File: config.mk
export PLATFORM = sky130hd
export DESIGN_NAME = mul_div_unit_flat
export DESIGN_NICKNAME = d
export VERILOG_FILES = /design/src/rtl/mul_div_pkg.sv /design/src/rtl/mul_div_if.sv /design/src/rtl/mul_div_step.sv /design/src/rtl/mul_div_unit.sv /design/src/flat_wrapper.sv
export SDC_FILE = /design/constraint.sdc
export NUM_CORES = 1
export LEC_CHECK = 0
export BUFFER_PORTS_ARGS = -buffer_cell sky130_fd_sc_hd__buf_2
export CORE_ASPECT_RATIO = 0.5
export CORE_MARGIN = 4
export CORE_UTILIZATION = 47
export CTS_BUF_LIST = sky130_fd_sc_hd__clkbuf_8 sky130_fd_sc_hd__clkbuf_16
export DETAILED_ROUTE_END_ITERATION = 16
export PLACE_DENSITY = 0.81
export SLEW_MARGIN = 5
export SYNTH_ARGS = -nofsm -noshare
export SYNTH_HDL_FRONTEND = slang
export SYNTH_SLANG_ARGS = --single-unit
File: constraint.sdc
create_clock -name clk_i -period 3 [get_ports clk_i]
set_input_delay 0.6 -clock clk_i [delete_from_list [all_inputs] [get_ports clk_i]]
set_output_delay 0.6 -clock clk_i [all_outputs]
set_load 0.05 [all_outputs]
File: src/rtl/mul_div_pkg.sv
// Shared opcode and FSM state definitions for the iterative multiply/divide unit
// and the control decode that drives it.
package mul_div_pkg;

    localparam logic [1:0] OP_MULT  = 2'b00;
    localparam logic [1:0] OP_MULTU = 2'b01;
    localparam logic [1:0] OP_DIV   = 2'b10;
    localparam logic [1:0] OP_DIVU  = 2'b11;

    typedef enum logic [1:0] {
        S_IDLE = 2'b00,
        S_CALC = 2'b01,
        S_FIX  = 2'b10,
        S_DONE = 2'b11
    } state_t;

endpackage

File: src/rtl/mul_div_if.sv
// Datapath-side bundle of the multiply/divide unit: launch, MTHI/MTLO writes,
// status and the HI/LO read ports.
interface mul_div_if #(
    parameter int WIDTH = 32
);
    logic             start_i;
    logic [1:0]       op_i;
    logic [WIDTH-1:0] data1_i;
    logic [WIDTH-1:0] data2_i;
    logic             hi_we_i;
    logic             lo_we_i;
    logic [WIDTH-1:0] wdata_i;
    logic             busy_o;
    logic             done_o;
    logic [WIDTH-1:0] hi_o;
    logic [WIDTH-1:0] lo_o;

    modport master (
        output start_i, op_i, data1_i, data2_i, hi_we_i, lo_we_i, wdata_i,
        input  busy_o, done_o, hi_o, lo_o
    );

    modport slave (
        input  start_i, op_i, data1_i, data2_i, hi_we_i, lo_we_i, wdata_i,
        output busy_o, done_o, hi_o, lo_o
    );
endinterface

File: src/rtl/mul_div_step.sv
// One iteration of the unsigned datapath: a shift-add multiply step or a
// restoring divide step on the {acc_hi, acc_lo} accumulator.
module mul_div_step #(
    parameter int WIDTH = 32
) (
    input  logic [WIDTH-1:0] i_acc_hi,
    input  logic [WIDTH-1:0] i_acc_lo,
    input  logic [WIDTH-1:0] i_operand,
    input  logic             i_div,
    output logic [WIDTH-1:0] o_acc_hi,
    output logic [WIDTH-1:0] o_acc_lo
);

    logic [WIDTH:0]   w_sum;
    logic [WIDTH:0]   w_shift;
    logic [WIDTH-1:0] w_sub;
    logic             w_ge;

    always_comb begin
        w_sum   = {1'b0, i_acc_hi} + (i_acc_lo[0] ? {1'b0, i_operand} : '0);
        w_shift = {i_acc_hi, i_acc_lo[WIDTH-1]};
        w_ge    = (w_shift >= {1'b0, i_operand});
        // A successful subtract always lands below the divisor, so WIDTH bits suffice.
        w_sub   = w_shift[WIDTH-1:0] - i_operand;
        if (i_div) begin
            o_acc_hi = w_ge ? w_sub : w_shift[WIDTH-1:0];
            o_acc_lo = {i_acc_lo[WIDTH-2:0], w_ge};
        end else begin
            o_acc_hi = w_sum[WIDTH:1];
            o_acc_lo = {w_sum[0], i_acc_lo[WIDTH-1:1]};
        end
    end

endmodule

File: src/rtl/mul_div_unit.sv
// Iterative MULT/MULTU/DIV/DIVU unit with HI/LO registers and fixed WIDTH+2 latency.
// Define MUL_DIV_SIGNED_EN for signed MULT/DIV; otherwise every op runs unsigned.
import mul_div_pkg::*;

module mul_div_unit #(
    parameter int WIDTH = 32
) (
    input logic    clk_i,
    input logic    rst_i,
    mul_div_if.slave bus
);

    localparam int CW = $clog2(WIDTH) + 1;

    state_t           r_state;
    state_t           w_next;
    logic [CW-1:0]    r_cnt;
    logic             r_div;
    logic             r_neg1;
    logic             r_neg2;
    logic             r_div0;
    logic [WIDTH-1:0] r_acc_hi;
    logic [WIDTH-1:0] r_acc_lo;
    logic [WIDTH-1:0] r_opnd;
    logic [WIDTH-1:0] r_hi;
    logic [WIDTH-1:0] r_lo;

    logic             w_signed;
    logic             w_is_div;
    logic             w_neg1;
    logic             w_neg2;
    logic [WIDTH-1:0] w_mag1;
    logic [WIDTH-1:0] w_mag2;
    logic [WIDTH-1:0] w_step_hi;
    logic [WIDTH-1:0] w_step_lo;
    logic [2*WIDTH-1:0] w_prod;
    logic [2*WIDTH-1:0] w_prod_fix;
    logic [WIDTH-1:0] w_fix_hi;
    logic [WIDTH-1:0] w_fix_lo;

`ifdef MUL_DIV_SIGNED_EN
    assign w_signed = (bus.op_i == OP_MULT) || (bus.op_i == OP_DIV);
`else
    assign w_signed = 1'b0;
`endif

    always_comb begin
        w_is_div = (bus.op_i == OP_DIV) || (bus.op_i == OP_DIVU);
        w_neg1   = w_signed & bus.data1_i[WIDTH-1];
        w_neg2   = w_signed & bus.data2_i[WIDTH-1];
        w_mag1   = w_neg1 ? (~bus.data1_i + 1'b1) : bus.data1_i;
        w_mag2   = w_neg2 ? (~bus.data2_i + 1'b1) : bus.data2_i;
    end

    mul_div_step #(.WIDTH(WIDTH)) u_step (
        .i_acc_hi  (r_acc_hi),
        .i_acc_lo  (r_acc_lo),
        .i_operand (r_opnd),
        .i_div     (r_div),
        .o_acc_hi  (w_step_hi),
        .o_acc_lo  (w_step_lo)
    );

    // Divide by zero keeps the all-ones quotient; the remainder still takes the
    // dividend sign, which restores the original dividend.
    always_comb begin
        w_prod     = {r_acc_hi, r_acc_lo};
        w_prod_fix = (r_neg1 ^ r_neg2) ? (~w_prod + 1'b1) : w_prod;
        if (r_div) begin
            w_fix_lo = ((r_neg1 ^ r_neg2) && !r_div0) ? (~r_acc_lo + 1'b1) : r_acc_lo;
            w_fix_hi = r_neg1 ? (~r_acc_hi + 1'b1) : r_acc_hi;
        end else begin
            w_fix_hi = w_prod_fix[2*WIDTH-1:WIDTH];
            w_fix_lo = w_prod_fix[WIDTH-1:0];
        end
    end

    always_comb begin
        w_next = r_state;
        case (r_state)
            S_IDLE:  if (bus.start_i) w_next = S_CALC;
            S_CALC:  if (r_cnt == CW'(1)) w_next = S_FIX;
            S_FIX:   w_next = S_DONE;
            S_DONE:  w_next = S_IDLE;
            default: w_next = S_IDLE;
        endcase
    end

    always_ff @(posedge clk_i or negedge rst_i) begin
        if (!rst_i) r_state <= S_IDLE;
        else        r_state <= w_next;
    end

    always_ff @(posedge clk_i or negedge rst_i) begin
        if (!rst_i) begin
            r_cnt    <= '0;
            r_div    <= 1'b0;
            r_neg1   <= 1'b0;
            r_neg2   <= 1'b0;
            r_div0   <= 1'b0;
            r_acc_hi <= '0;
            r_acc_lo <= '0;
            r_opnd   <= '0;
            r_hi     <= '0;
            r_lo     <= '0;
        end else begin
            case (r_state)
                S_IDLE: begin
                    if (bus.start_i) begin
                        r_cnt    <= CW'(WIDTH);
                        r_div    <= w_is_div;
                        r_neg1   <= w_neg1;
                        r_neg2   <= w_neg2;
                        r_div0   <= (bus.data2_i == '0);
                        r_acc_hi <= '0;
                        r_acc_lo <= w_is_div ? w_mag1 : w_mag2;
                        r_opnd   <= w_is_div ? w_mag2 : w_mag1;
                    end else begin
                        if (bus.hi_we_i) r_hi <= bus.wdata_i;
                        if (bus.lo_we_i) r_lo <= bus.wdata_i;
                    end
                end
                S_CALC: begin
                    r_acc_hi <= w_step_hi;
                    r_acc_lo <= w_step_lo;
                    r_cnt    <= r_cnt - 1'b1;
                end
                S_FIX: begin
                    r_hi <= w_fix_hi;
                    r_lo <= w_fix_lo;
                end
                default: ;
            endcase
        end
    end

    assign bus.busy_o = (r_state == S_CALC) || (r_state == S_FIX);
    assign bus.done_o = (r_state == S_DONE);
    assign bus.hi_o   = r_hi;
    assign bus.lo_o   = r_lo;

endmodule

File: src/flat_wrapper.sv
// flat-port wrapper written by rule: the top's interface ports become plain ports
module mul_div_unit_flat 
#(
    parameter int WIDTH = 32
)
  (clk_i, rst_i, bus_start_i, bus_op_i, bus_data1_i, bus_data2_i, bus_hi_we_i, bus_lo_we_i, bus_wdata_i, bus_busy_o, bus_done_o, bus_hi_o, bus_lo_o);
  mul_div_if #(.WIDTH(WIDTH)) bus_i ();
  input logic clk_i;
  input logic rst_i;
  input wire logic [$bits(bus_i.start_i)-1:0] bus_start_i;
  input wire logic [$bits(bus_i.op_i)-1:0] bus_op_i;
  input wire logic [$bits(bus_i.data1_i)-1:0] bus_data1_i;
  input wire logic [$bits(bus_i.data2_i)-1:0] bus_data2_i;
  input wire logic [$bits(bus_i.hi_we_i)-1:0] bus_hi_we_i;
  input wire logic [$bits(bus_i.lo_we_i)-1:0] bus_lo_we_i;
  input wire logic [$bits(bus_i.wdata_i)-1:0] bus_wdata_i;
  output wire logic [$bits(bus_i.busy_o)-1:0] bus_busy_o;
  output wire logic [$bits(bus_i.done_o)-1:0] bus_done_o;
  output wire logic [$bits(bus_i.hi_o)-1:0] bus_hi_o;
  output wire logic [$bits(bus_i.lo_o)-1:0] bus_lo_o;
  assign bus_i.start_i = bus_start_i;
  assign bus_i.op_i = bus_op_i;
  assign bus_i.data1_i = bus_data1_i;
  assign bus_i.data2_i = bus_data2_i;
  assign bus_i.hi_we_i = bus_hi_we_i;
  assign bus_i.lo_we_i = bus_lo_we_i;
  assign bus_i.wdata_i = bus_wdata_i;
  assign bus_busy_o = bus_i.busy_o;
  assign bus_done_o = bus_i.done_o;
  assign bus_hi_o = bus_i.hi_o;
  assign bus_lo_o = bus_i.lo_o;
  mul_div_unit #(.WIDTH(WIDTH)) u_core (.clk_i(clk_i), .rst_i(rst_i), .bus(bus_i));
endmodule
* Word-level counts from Yosys, hierarchy flattened *
Cells that the tools add are included.

operators by class
  reductions and logical operators = 10
  $lt $le $gt $ge = 1
  multiplexer cells = 21
  equality and inequality tests = 11
  add/sub/neg operators = 3

operator list
  kind                                                                     count
  32-bit 2-to-1 mux                                                        12
  32-bit one-hot mux with 2 select lines                                   4
  32-bit by 33-bit adder with 33-bit output                                1
  33-bit by 32-bit >= comparator with 1-bit output                         1
  32-bit subtractor                                                        1
  6-bit one-hot mux with 2 select lines                                    1
  2-bit equality test, second input constant                               4
  2-bit inequality test, second input constant                             4
  2-bit one-hot mux with 4 select lines                                    1
  6-bit by 1-bit equality test with 1-bit output, second input constant    1
  6-bit 2-to-1 mux                                                         1
  2-bit AND reduction                                                      3
  3-bit AND reduction                                                      2
  6-bit by 1-bit subtractor with 6-bit output, second input constant       1
  2-bit 2-to-1 mux                                                         2
  2-bit nonzero test                                                       2
  2-bit by 1-bit equality test with 1-bit output, second input constant    1
  2-bit zero test                                                          1
  1-bit logical OR                                                         2
  2-bit by 1-bit inequality test with 1-bit output, second input constant  1

storage, ports and cells
  input port bits = 103
  word-level logic and storage cells = 54
  register bits = 169
  output and inout port bits = 66

* Longest topological paths before layout *
  depth after elaboration = 5
  mapped depth = 14
  mapped depth without buffers = 13

* Hierarchy *
A second synthesis with hierarchy kept.

second synthesis, totals
  cell total of the unflattened synthesis = 1459
  area, all modules = 12423.2 um^2

by module, submodules not included
  module        cells an instance  area each (um^2)  instances  seq. area each (um^2)
  mul_div_unit  788                7724.9            1          4229.1
  mul_div_step  671                4698.3            1          0.0

* Worst setup path after synthesis *
No wires, ideal clock.

  path type = register to register
  start = reg u_core.r_acc_lo[0]
  end = reg u_core.r_acc_hi[23]
  library setup time = 126 ps
  data required time = 2874 ps
  period minus slack after synthesis = 3219 ps
  cell stages (with the launch flop) = 15
  data arrival time = 3093 ps
  slack = -219 ps
  buffers on the path = 1
  cell sequence = dfrtp_1 -> clkbuf_1 -> and2_1 -> ha_1 -> inv_1 -> fa_1 -> nand2b_1 -> a211oi_1 -> nor3_1 -> o211a_1 -> o21ai_1 -> nand3_1 -> a32oi_1 -> xor2_1 -> a221o_1

on the way
  longest elaborated chain between the ends = 4

RTL lines
  what                                       line                 source
  start: declaration                         mul_div_unit.sv:23   logic [WIDTH-1:0] r_acc_lo;
  start signal: assignment                   mul_div_unit.sv:116  r_acc_lo <= w_is_div ? w_mag1 : w_mag2;
  start signal: assignment                   mul_div_unit.sv:125  r_acc_lo <= w_step_lo;
  32-bit 2-to-1 mux                          mul_div_step.sv:20   w_sum = {1'b0, i_acc_hi} + (i_acc_lo[0] ? {1'b0, i_operand} : '0);
  32-bit by 33-bit adder with 33-bit output  mul_div_step.sv:20
  32-bit 2-to-1 mux                          mul_div_step.sv:25   if (i_div) begin
  32-bit one-hot mux with 2 select lines     mul_div_unit.sv:107  case (r_state)
  end signal: assignment                     mul_div_unit.sv:124  r_acc_hi <= w_step_hi;
  end: declaration                           mul_div_unit.sv:22   logic [WIDTH-1:0] r_acc_hi;

Every way passes these cells.
A chain may end at the register's enable or synchronous reset.

* Worst setup path in the final report *
  start = reg u_core.r_acc_lo[31]
  end = reg u_core.r_acc_hi[28]

on the way
  longest elaborated chain between the ends = 4
  elaborated cells between the ends (all ways) = 5
  classes of those cells = add/sub (1); order compare (1); mux (3)

RTL lines
  what                                                                                   line                                    source
  32-bit subtractor or 33-bit by 32-bit >= comparator with 1-bit output (tied branches)  mul_div_step.sv:24, mul_div_step.sv:22
  32-bit 2-to-1 mux (*)                                                                  mul_div_step.sv:26                      o_acc_hi = w_ge ? w_sub : w_shift[WIDTH-1:0];
  32-bit 2-to-1 mux (*)                                                                  mul_div_step.sv:25
  32-bit one-hot mux with 2 select lines (*)                                             mul_div_unit.sv:107

Every way passes the cells marked *; elsewhere a longest branch is shown, timed or not.

==> results.yml <==
grt:
  antenna_found_initial: 1
  grt_pass1_wl_um: 62000
  grtUsageTotal_pct: 26.8
  first_global_vias: 11600
  grt_overflow_total: 0
  grt_max_degree: 88
synth:
  synth_cell_type_count: 72
  ys_seq_area_share_pct: 34.3
  syn_inst: 1473
  avgSynthCellArea_sq_um: 8.36
  synth-main-ff-cell: "dfrtp_1"
  synth-seq-cells: 169
  synth_nets: 1648
  synthArstFlopShare_pct: 100
  synthesis.area_sq_um: 12300
  synth_edf_count: 0
  yosys_warnings: 0
finish:
  area_delta_synth_final_pct: 24.6
  layout.cells.non_filler: 2073
  mostFrequentLayoutCell: "nand2_1"
  utilization_pct: 60.2
  final_net_count: 1890
  final_cell_mix: "nand2_1, o21ai_0, buf_2, dfrtp_1, a21oi_1"
  layout-drive-gt1-share_pct: 26.4
drt:
  drt_iter0_markers: 1442
  drcViolationCount: 0
  vias: 12300
  wl_per_cell_um: 19.3
  ant_nets: 0
  first_pass_iters: 9
  routed_wl_um: 40000
  viasPerCell: 5.95
placed_design:
  port_buffers: 167
  gp_congestion: 0.948
  place_ws_ns: -0.289
  hpwlAfterDp_um: 29300
  dp_cells: 2030
min_path:
  hp-class: "input pin to asynchronous set/reset pin"
sta:
  max_freq_ghz: 0.323
  tightest_slew_ns: 0.667
  hold_viol_final: 0
  fin_crit_ns: 3.10
  fin_skew_ns: 0.0127
  relSlewSlack_pct: 55.5
  setup_slack_ns: -0.0966
  whs_ns: 0.161
  finalMaxSlewViolations: 0
  rsz0062_at_grt: "true"
  finalSetupViolCount: 6
  finalCritPeriodShare_pct: 103
critical_path:
  crit_buf_inv: 3
  required_ns: 3.34
  crit_slowest_cell: "a2111oi_4"
  path_class: "flop to flop"
  endpoint_kind: "flop"
  worstPathMaxFanout: 3
  slowest_delay_ns: 0.46
  crit_chain: "inv_2 -> ha_4 -> inv_2 -> fa_2 -> a211oi_2 -> o21bai_1 -> a21oi_2 -> o221ai_4 -> a2111oi_4 -> buf_4 -> o31ai_2 -> xnor2_1 -> and3_4 -> o41ai_2"
  path_delay_family: "compound AO/OA/AOI/OAI gates"
  start_kind: "flop"
  critPathArrivalTime_ns: 3.44
  crit_start: "u_core.r_acc_lo[31]"
  r2r-start: "u_core.r_acc_lo[31]"
  cpMostUsedCell: "inv_2"
die:
  initial_core_util_pct: 48.3
  core_sq_um: 25500
  dieArea_sq_um: 29000
  die_h_um: 122
  die_w_um: 237
  num_rows: 41
  io_pins: 169
clock_network:
  cts_buffers: 17
  cts_buffer_depth: 2
  clk_latency_ns: 0.44
  cts_sinks: 169
  htreeDepth: 4
  cts-root-buf: "clkbuf_16"
  cts.clk_slew.worst_paths_ns: 0.07
  cts_tree: "built"
  holdBufCountCts: 0
outcome:
  status: "finished with violations"
  violations: "negative setup slack"
power:
  powerDensity_nw_per_um2: 1280
  ir_worst_vdd_mv: 0.882
  leakagePower_uw: 0.00740
job:
  maxCapViolations: 0
-- registers in the layout (all words and copies together) (netlist names) --
| name | count |
|---|---|
| u_core.r_opnd | 32 |
| u_core.r_cnt | 6 |
| u_core.r_div | 1 |
| u_core.r_state | 2 |
| u_core.bus.hi_o | 32 |
| u_core.r_acc_lo | 32 |
| u_core.bus.lo_o | 32 |
| u_core.r_acc_hi | 32 |
-- worst register-to-register path: cells and delay by family (launching register included) --
family,cells,cell delay [ns]
adder cells (fa/ha/maj),2,0.48
flip-flops,1,0.40
XOR/XNOR,1,0.14
AO/OA/AOI/OAI,7,1.48
buffers and inverters,3,0.32
AND/OR/NAND/NOR,1,0.17
-- cells by family (layout without fill, tap and decap cells) --
family | count (synthesis) | after routing | share of synthesized area [%]
flip-flops | 169 | 169 | 34.3
adder cells (fa/ha/maj) | 72 | 72 | 7.44
XOR/XNOR | 59 | 59 | 4.20
other | 0 | 1 | 0
buffers and inverters | 142 | 397 | 4.64
AND/OR/NAND/NOR | 434 | 434 | 16.4
multiplexers | 121 | 121 | 10.2
AO/OA/AOI/OAI | 476 | 476 | 22.8
-- what timing repair did --
| item | CTS | global route |
|---|---|---|
| endpoints found under the hold margin | 0 | 0 |
| setup buffers | 6 | 3 |
| resized for setup | 33 | 33 |
| cloned | 1 | 0 |
| endpoints found under the setup margin | 11 | 20 |
| pin swaps | 26 | 20 |
-- cells in the mapped netlist (7+ instances only) --
master | number | area, sq um
a211oi_1 | 11 | 82.6
a21o_1 | 25 | 188
a21oi_1 | 166 | 831
a22oi_1 | 15 | 113
a31oi_1 | 7 | 43.8
and2_1 | 34 | 213
buf_1 | 8 | 30.0
clkbuf_1 | 69 | 259
dfrtp_1 | 169 | 4230
ha_1 | 70 | 876
inv_1 | 58 | 218
mux2_2 | 32 | 360
mux2i_1 | 89 | 891
nand2_1 | 191 | 717
nand2b_1 | 8 | 50.1
nand3_1 | 17 | 85.1
nand4_1 | 15 | 93.8
nor2_1 | 86 | 323
nor2b_1 | 40 | 250
nor3_1 | 15 | 75.1
o21ai_0 | 183 | 916
o21bai_1 | 9 | 67.6
xnor2_1 | 40 | 350
xor2_1 | 19 | 166
-- layer usage --
layer / global-route usage (%) / vias up / part of all wire [%]
met1: 38.0 / 5962 / 44
li1: - / 5704 / -
met3: 6.22 / 79 / 9.5
met2: 41.4 / 588 / 44
met5: 0 / - / 0
met4: 7.43 / 0 / 2.3
-- worst paths after layout --
kind,slack [ns],depth (start not counted),end
worst max-delay path,-0.1,14,u_core.r_acc_hi[28]
worst min-delay path,0.16,1,u_core.bus.hi_o[6]
worst max register to register,-0.1,14,u_core.r_acc_hi[28]
worst min register to register,0.48,2,u_core.bus.hi_o[10]
max in group asynchronous,2.10,2,u_core.r_div
min in group clk_i,0.48,2,u_core.bus.hi_o[10]
-- stage by stage --
step | cell area [sq um] | total power [uW] | TNS, ns
final | 15300 | 19600 | -0.200
after global routing | 15300 | 20800 | -1.38
after CTS | 15200 | 19000 | -0.317
after detailed placement | 14400 | 16400 | -1.24
after global placement | 14400 | 16200 | -0.914
after floorplan | 12300 | 12500 | 0
-- layout make-up --
class | count | area (sq um)
fillers | 2046 | 10100
multi-input cells | 1162 | 7890
flip-flops and latches | 169 | 4230
repair buffers | 307 | 1980
clock buffers | 18 | 439
well taps | 344 | 430
inverters | 58 | 218
clock inverters | 14 | 155
diodes | 1 | 2.50
-- power breakdown --
part / total (uW) / switching (uW) / leakage [uW] / internal [uW]
Sequential: 4290 / 993 / 0.00214 / 3300
Combinational: 13000 / 8000 / 0.00497 / 5030
Clock: 2270 / 1070 / 0.000295 / 1210
No activity file was read; power rests on OpenSTA's default activity.
